**src/rtl/jtdd_arb_pkg.sv**
```systemverilog
// Shared constants, FSM encoding and the round-robin picker for the SDRAM slot arbiter.
package jtdd_arb_pkg;
    localparam int NSLOT = 4;
    localparam int AW    = 22;
    localparam int DW    = 16;
    localparam int LW    = 32;

    typedef enum logic [1:0] {
        ST_IDLE = 2'd0,
        ST_REQ  = 2'd1,
        ST_WAIT = 2'd2
    } arb_state_t;

    // Returns {found, index}. The scan starts at the slot after `last`, so the
    // slot that was just served is considered last.
    function automatic logic [2:0] rr_pick(input logic [NSLOT-1:0] pend, input logic [1:0] last);
        logic [1:0] idx;
        logic [2:0] r;
        r = {1'b0, last};
        for (int k = 1; k <= NSLOT; k++) begin
            idx = last + 2'(k);
            if (!r[2] && pend[idx]) r = {1'b1, idx};
        end
        return r;
    endfunction
endpackage

```
**src/rtl/jtdd_arb_line.sv**
```systemverilog
// One-line read cache for a single slot: 32-bit line, word-pair tag, valid bit and hit/mux.
module jtdd_arb_line
    import jtdd_arb_pkg::*;
(
    input  logic          clk,
    input  logic          rst,
    input  logic          flush,
    input  logic          wr,
    input  logic [LW-1:0] wr_data,
    input  logic [AW-2:0] wr_tag,
    input  logic          cs,
    input  logic [AW-1:0] addr,
    input  logic          block,
    output logic [DW-1:0] dout,
    output logic          ok,
    output logic          hit
);
    logic [LW-1:0] line;
    logic [AW-2:0] tag;
    logic          valid;
    logic [DW-1:0] dout_q, word;

    assign hit  = valid && (tag == addr[AW-1:1]);
    assign ok   = cs && hit && !block;
    assign word = addr[0] ? line[31:16] : line[15:0];
    // Hits forward the word immediately; otherwise the last delivered word stays put.
    assign dout = ok ? word : dout_q;

    always_ff @(posedge clk) begin
        if (!rst) begin
            line   <= '0;
            tag    <= '0;
            valid  <= 1'b0;
            dout_q <= '0;
        end else begin
            if (wr) begin
                line <= wr_data;
                tag  <= wr_tag;
            end
            if (flush)   valid <= 1'b0;
            else if (wr) valid <= 1'b1;
            if (ok) dout_q <= word;
        end
    end
endmodule

```
**src/rtl/jtdd_sdram_arb.sv**
```systemverilog
// Four-slot SDRAM read arbiter: per-slot line caches, round-robin grant, one burst in flight.
module jtdd_sdram_arb
    import jtdd_arb_pkg::*;
#(
    parameter logic [21:0] SLOT0_OFFSET = 22'h0,
    parameter logic [21:0] SLOT1_OFFSET = 22'h0,
    parameter logic [21:0] SLOT2_OFFSET = 22'h0,
    parameter logic [21:0] SLOT3_OFFSET = 22'h0
) (
    input  logic                       clk,
    input  logic                       rst,
    input  logic                       downloading,
    input  logic                       loop_rst,
    input  logic [NSLOT-1:0]           slot_cs,
    input  logic [NSLOT-1:0][AW-1:0]   slot_addr,
    output logic [NSLOT-1:0][DW-1:0]   slot_dout,
    output logic [NSLOT-1:0]           slot_ok,
    output logic                       sdram_req,
    output logic [AW-1:0]              sdram_addr,
    input  logic                       sdram_ack,
    input  logic                       data_rdy,
    input  logic [LW-1:0]              data_read,
    output logic                       refresh_en
);
    localparam logic [NSLOT-1:0][AW-1:0] OFFS = {SLOT3_OFFSET, SLOT2_OFFSET, SLOT1_OFFSET, SLOT0_OFFSET};

    arb_state_t       state, nxt;
    logic [NSLOT-1:0] hit, pending;
    logic [1:0]       last, gnt, sel;
    logic [2:0]       pick;
    logic             sel_vld, grant, fill, flush, discard;
    logic [AW-2:0]    gnt_tag;

    assign pending = slot_cs & ~hit;
    assign pick    = rr_pick(pending, last);
    assign sel_vld = pick[2];
    assign sel     = pick[1:0];

    always_comb begin
        nxt   = state;
        grant = 1'b0;
        if (downloading) begin
            nxt = ST_IDLE;
        end else begin
            case (state)
                ST_IDLE: if (sel_vld) begin
                    nxt   = ST_REQ;
                    grant = 1'b1;
                end
                ST_REQ:  if (sdram_ack) nxt = ST_WAIT;
                ST_WAIT: if (data_rdy)  nxt = ST_IDLE;
                default: nxt = ST_IDLE;
            endcase
        end
    end

    // A flush seen while waiting poisons the burst still on its way back.
    assign fill       = (state == ST_WAIT) && data_rdy && !discard && !loop_rst && !downloading;
    assign flush      = loop_rst || downloading;
    assign sdram_req  = (state == ST_REQ) && !downloading;
    assign refresh_en = (state == ST_IDLE) && !(|pending) && !downloading;

    always_ff @(posedge clk) begin
        if (!rst) begin
            state      <= ST_IDLE;
            last       <= 2'd3;
            gnt        <= 2'd0;
            gnt_tag    <= '0;
            sdram_addr <= '0;
            discard    <= 1'b0;
        end else begin
            state <= nxt;
            if (grant) begin
                gnt        <= sel;
                last       <= sel;
                gnt_tag    <= slot_addr[sel][AW-1:1];
                sdram_addr <= {slot_addr[sel][AW-1:1], 1'b0} + OFFS[sel];
            end
            if (state == ST_WAIT && loop_rst && nxt == ST_WAIT) discard <= 1'b1;
            else if (nxt != ST_WAIT)                             discard <= 1'b0;
        end
    end

    for (genvar i = 0; i < NSLOT; i++) begin : g_line
        jtdd_arb_line u_line (
            .clk     (clk),
            .rst     (rst),
            .flush   (flush),
            .wr      (fill && gnt == 2'(i)),
            .wr_data (data_read),
            .wr_tag  (gnt_tag),
            .cs      (slot_cs[i]),
            .addr    (slot_addr[i]),
            .block   (downloading),
            .dout    (slot_dout[i]),
            .ok      (slot_ok[i]),
            .hit     (hit[i])
        );
    end
endmodule

```
**config.mk**
```make
export PLATFORM = sky130hd
export DESIGN_NAME = jtdd_sdram_arb
export DESIGN_NICKNAME = d
export VERILOG_FILES = /design/src/rtl/jtdd_arb_pkg.sv /design/src/rtl/jtdd_arb_line.sv /design/src/rtl/jtdd_sdram_arb.sv
export SDC_FILE = /design/constraint.sdc
export NUM_CORES = 1
export LEC_CHECK = 0
export CAP_MARGIN = 20
export CELL_PAD_IN_SITES_DETAIL_PLACEMENT = 0
export CELL_PAD_IN_SITES_GLOBAL_PLACEMENT = 2
export CORE_MARGIN = 1.5
export CORE_UTILIZATION = 34
export CTS_CLUSTER_SIZE = 10
export DETAILED_ROUTE_END_ITERATION = 7
export PLACE_DENSITY_LB_ADDON = 0.1
export SLEW_MARGIN = 10
export SYNTH_ARGS = -nofsm -noshare
export SYNTH_HDL_FRONTEND = slang
export SYNTH_SLANG_ARGS = --single-unit
```
**constraint.sdc**
```tcl
create_clock -name clk -period 5.4 [get_ports clk]
set_input_delay 1.08 -clock clk [delete_from_list [all_inputs] [get_ports clk]]
set_output_delay 1.08 -clock clk [all_outputs]
set_load 0.03 [all_outputs]
```
### Word level (Yosys, flattened, before mapping)

Index checks and enable logic that the tools add are counted.

| word-level totals | value |
|---|---|
| register bits after elaboration | 330 |
| input port bits | 130 |

| cells by class | value |
|---|---|
| add/subtract/negate cells | 4 |
| $lt $le $gt $ge | 5 |
| equal/unequal tests | 11 |
| muxes and demuxes | 34 |
| bitwise operators | 3 |
| reductions and logical operators | 41 |

Operators with widths:

| kind | number |
|---|---|
| $mux W16 | 8 |
| $bmux W22 S2 | 2 |
| $eq A21 B21 Y1 | 4 |
| $mux W22 | 2 |
| $logic_and A1 B1 Y1 | 28 |
| $add A22 B22 Y22 | 1 |
| $lt A2 B3 Y1 const B | 5 |
| $mux W3 | 4 |
| $mux W1 | 9 |
| $bmux W1 S2 | 4 |
| $eq A2 B2 Y1 const B | 4 |
| $mux W2 | 4 |
| $logic_not A1 Y1 | 7 |
| $pmux W2 S3 | 1 |
| $add A2 B2 Y2 const B | 2 |
| $and A4 B4 Y4 | 1 |
| $eq A2 B1 Y1 const B | 2 |
| $logic_not A2 Y1 | 2 |
| $not A4 Y4 | 1 |
| $reduce_or A4 Y1 | 1 |
| $add A2 B1 Y2 const B | 1 |
| $ne A2 B2 Y1 const B | 1 |
| $reduce_bool A2 Y1 | 1 |
| $reduce_or A2 Y1 | 1 |
| 2 further kinds | 2 |

### Logic depth before layout (Yosys ltp)

| logic depth | value |
|---|---|
| depth in word-level cells | 22 |
| depth in mapped cells | 10 |
| depth with buffers taken out | 8 |

### By module

Synthesis repeated with hierarchy kept, for this count alone.

| unflattened totals | value |
|---|---|
| cells, all modules | 1445 |
| area, all modules | 15222.1 um^2 |

By module, submodules not included:

| module | instances | cells an instance | area an instance (um^2) | sequential area each (um^2) |
|---|---|---|---|---|
| jtdd_arb_line | 4 | 315 | 3347.0 | 1401.3 |
| jtdd_sdram_arb | 1 | 185 | 1834.3 | 560.5 |

### Worst setup path after synthesis

No wires, ideal clock.

| timing path | value |
|---|---|
| path type | input -> output |
| start | in slot_addr[2] (netlist name) |
| end | out slot_dout[11] (netlist name) |
| data arrival time | 3.036 ns |
| path slack | 1.284 ns |
| stages | 7 |
| path buffers | 1 |
| cells stage by stage | xnor2_1 > nand4_1 > or2_2 > nor4b_1 > nand4_1 > clkbuf_1 > o21ai_0 |

RTL lines:

| item | RTL line | text |
|---|---|---|
| start, declared | jtdd_sdram_arb.sv:15 | `input logic [NSLOT-1:0][AW-1:0] slot_addr,` |
| end, declared | jtdd_sdram_arb.sv:16 | `output logic [NSLOT-1:0][DW-1:0] slot_dout,` |

==> results.yml <==
clock_network:
  number_of_gates_given_a_new_drive_strength_after_cts: 0
  worstSkewPairLatency_ns: 0.53
  cts.root.buffer_cell: "sky130_fd_sc_hd__clkbuf_16"
  clock-sinks: 308
  cts_inserted_buffers: 38
  cts_tree: "built"
  cts_hold_repair.buffers: 0
  htree_num_levels: 2
  cts_setup_buffers: 0
  clockBufferDepth: 3
  cts.reportedPaths.clkPinSlew_ns: 0.05
setup_path:
  path_delay_family: "simple AND/OR/NAND/NOR gates"
  class_of_the_most_critical_setup_path: "in -> out"
  cells_along_the_critical_path: "clkdlybuf4s50_1 -> xnor2_1 -> nand4_1 -> or2_2 -> nor4b_1 -> nand4_1 -> buf_4 -> o21ai_0 -> buf_12"
  total_buffers_and_inverters_traversed_by_the_critical_path: 3
  endpoint_kind: "primary output"
  critical_path_s_largest_stage_delay_ns: 0.45
  worst-endpoint-arrival_ns: 3.76
  setup.worst_path.start_class: "input pin"
  critical_path_peak_fanout: 32
  critPathMostFrequentCell: "sky130_fd_sc_hd__nand4_1"
  worst-r2r-setup-slack_ns: 1.99
  crit_required_ns: 4.32
  critical_path.slowest_cell: "sky130_fd_sc_hd__o21ai_0"
hold_path:
  hold_path.class: "reg -> reg"
floorplanning:
  placeableCoreArea_sq_um: 38830
  die_height_um: 202.0
  top_level_ports: 222
  area_of_the_die_sq_um: 40800
  fp.dieW_um: 202.0
  fp-row-count: 72
  initial_utilization_pct: 34.67
timing:
  worst_clock_skew_ns: 0.01956
  max_freq_mhz: 206.5
  tns_ns: 0
  grt_setup_unrepaired: "false"
  hold_violations: 0
  tightest_slew_ns: 0.8945
  maxSlewViolCount: 0
  worst_slew_slack_as_a_fraction_of_its_limit_pct: 40.37
  final-setup-viol-count: 0
  timing.final.crit_period_ns: 4.844
  min_period_over_period_pct: 89.70
logic_synthesis:
  synth.net_count: 1754
  synthFlopType: "sky130_fd_sc_hd__dfxtp_1"
  netlist.top_cell.by_area: "sky130_fd_sc_hd__dfxtp_1"
  synth_cell_type_count: 49
  edff_count_synth: 0
  syn_avg_cell_area_sq_um: 8.290
  synth_sequential_area_ratio_pct: 45.80
  syn_inst: 1624
  yosysTopAreaCellShare_pct: 45.80
  yosys_warnings: 0
  ys_top_cells_by_area: "sky130_fd_sc_hd__dfxtp_1, sky130_fd_sc_hd__nand2_1, sky130_fd_sc_hd__mux2i_1, sky130_fd_sc_hd__a21oi_1, sky130_fd_sc_hd__xnor2_1"
  synth.ff_latch_count: 308
  synth-async-reset-ratio_pct: 0
  syn_area_sq_um: 13460
pwr:
  seq_power_share_pct: 44.8
  power_per_cell_area_nw_per_um2: 299.0
  power_leakage_uw: 0.006190
  p_switching_uw: 1319
  power.total_uw: 5232
  comb_power_share_pct: 9.8
  power_frac_clock_pct: 45.3
  power.share.switching_pct: 25.22
  cell_internal_pwr_uw: 3912
  ir_worst_vdd_uv: 179.3
grt:
  global_route_total_overflow: 0
  grt_max_degree: 136
  antenna_found_initial: 1
  first_global_vias: 11300
  wire_length_of_the_first_global_routing_pass_mm: 70.12
  grt_resource_usage_total_pct: 22.87
placed_design:
  hpwl_mm: 33.57
  place.gp.congestion: 0.8893
  buffer_ports.inserted: 220
final_layout:
  layout-drive-gt1-share_pct: 10.33
  final_net_count: 1927
  area_growth_pct: 29.97
detailed_routing:
  drtAntennaViolNets: 0
  viasPerCell: 4.970
  drc: 0
  routed-via-count: 11580
  dr.pass1.iters: 4
  drtIter0Drc: 546
  totalWireLength_mm: 47.33
  post_drt_wl_per_cell_um: 20.31
run:
  maxCapViolations: 0
status:
  outcome: "completed"
## power groups by stage
stage               registers, uW  logic [uW]  clock network, uW
global placement             2400         519                  0
floorplan                    2410         236                  0
finish                       2350         515               2370
detailed placement           2390         518                  0
CTS                          2350         519               2430
global route                 2350         540               2520
## path summary, 6_finish.rpt
kind | startpoint | endpoint | depth (start not counted)
worst max-delay path | slot_addr[60] | slot_dout[39] | 9
worst min register to register | g_line[3].u_line.line[22]$_SDFFE_PN0P_ | g_line[3].u_line.line[22]$_SDFFE_PN0P_ | 2
worst max register to register | g_line[3].u_line.tag[1]$_SDFFE_PN0P_ | sdram_addr[16]$_SDFFE_PN0P_ | 9
worst min-delay path | g_line[3].u_line.line[22]$_SDFFE_PN0P_ | g_line[3].u_line.line[22]$_SDFFE_PN0P_ | 2
## sequential cells by signal, indices dropped and copies added, names as in the netlist
signal / cells
last: 2
discard: 1
g_line.u_line.valid: 4
state: 2
g_line.u_line.dout_q: 64
gnt: 2
sdram_addr: 21
g_line.u_line.tag: 84
g_line.u_line.line: 128
## synth_stat cells, types with 20 or more instances
| library cell | number |
|---|---|
| sky130_fd_sc_hd__o221ai_2 | 21 |
| sky130_fd_sc_hd__o21ai_0 | 65 |
| sky130_fd_sc_hd__and2_1 | 65 |
| sky130_fd_sc_hd__nand2_1 | 498 |
| sky130_fd_sc_hd__nand4_1 | 20 |
| sky130_fd_sc_hd__mux2i_1 | 107 |
| sky130_fd_sc_hd__dfxtp_1 | 308 |
| sky130_fd_sc_hd__xnor2_1 | 48 |
| sky130_fd_sc_hd__a21oi_1 | 213 |
| sky130_fd_sc_hd__nand3_1 | 25 |
| sky130_fd_sc_hd__xor2_1 | 36 |
| sky130_fd_sc_hd__clkbuf_1 | 100 |
## worst min-delay path: stages, from the launching register on
cell and delay (ns):
sky130_fd_sc_hd__dfxtp_1 0.30, sky130_fd_sc_hd__nand2_1 0.05, sky130_fd_sc_hd__a21oi_1 0.05
## metrics by stage
stage | instance area [sq um] | utilization [%] | std cells | worst slack, ns | hold slack [ns]
floorplan | 13460 | - | 1624 | 1.284 | 0.4357
global placement | 16370 | 42.15 | 2275 | 0.5999 | 0.4407
detailed placement | 16370 | 42.15 | 2275 | 0.5763 | 0.4462
CTS | 17500 | 45.06 | 2329 | 0.5757 | 0.4533
global route | 17500 | 45.06 | 2329 | 0.4001 | 0.4630
finish | 17500 | 45.07 | 2330 | 0.5563 | 0.4521
## logic make-up after synthesis
group	count (synthesis)	synth area share [%]
xor+xnor	84	5.465
other cells	1	0.02785
flops	308	45.80
mux	107	7.955
compound gates	316	13.79
simple gates	686	22.70
buf+inv	122	4.257
## cell usage in the layout, fill, tap and decap left out, types with 5 or more instances in the layout
cell	Yosys	routed
sky130_fd_sc_hd__nand2_1	498	497
sky130_fd_sc_hd__dfxtp_1	308	308
sky130_fd_sc_hd__a21oi_1	213	213
sky130_fd_sc_hd__clkdlybuf4s50_1	0	154
sky130_fd_sc_hd__mux2i_1	107	107
sky130_fd_sc_hd__o21ai_0	65	65
sky130_fd_sc_hd__and2_1	65	64
sky130_fd_sc_hd__buf_4	5	53
sky130_fd_sc_hd__xnor2_1	48	48
sky130_fd_sc_hd__buf_12	4	41
sky130_fd_sc_hd__clkbuf_16	0	39
sky130_fd_sc_hd__xor2_1	36	36
sky130_fd_sc_hd__nand3_1	25	24
sky130_fd_sc_hd__o221ai_2	21	21
sky130_fd_sc_hd__nand4_1	20	20
sky130_fd_sc_hd__nor2_1	13	12
sky130_fd_sc_hd__nor4_1	9	9
sky130_fd_sc_hd__nor4b_1	9	9
sky130_fd_sc_hd__clkbuf_8	2	7
sky130_fd_sc_hd__or2_2	5	5
sky130_fd_sc_hd__or3b_1	5	5
sky130_fd_sc_hd__and3_1	6	5
sky130_fd_sc_hd__inv_1	5	5
sky130_fd_sc_hd__nand2b_1	6	5
sky130_fd_sc_hd__clkbuf_1	100	5
## metal layers
metal / global-route usage (%) / up-vias / part of all wire, %
met2: 38.52 / 297 / 47
li1: - / 5777 / -
met1: 29.11 / 5435 / 44
met4: 9.115 / 0 / 3.8
met3: 3.708 / 71 / 4.6
met5: 0 / - / 0
## area by class of cell
class,count,area (sq um)
timing repair buffer,249,2765
tap,518,648.1
clock inverter,3,37.54
sequential,308,6166
antenna,1,2.502
inverter,6,27.53
fill,3838,21330
clock buffer,51,1091
multi-input combinational,1194,6760
(Power assumes the default switching activity.)
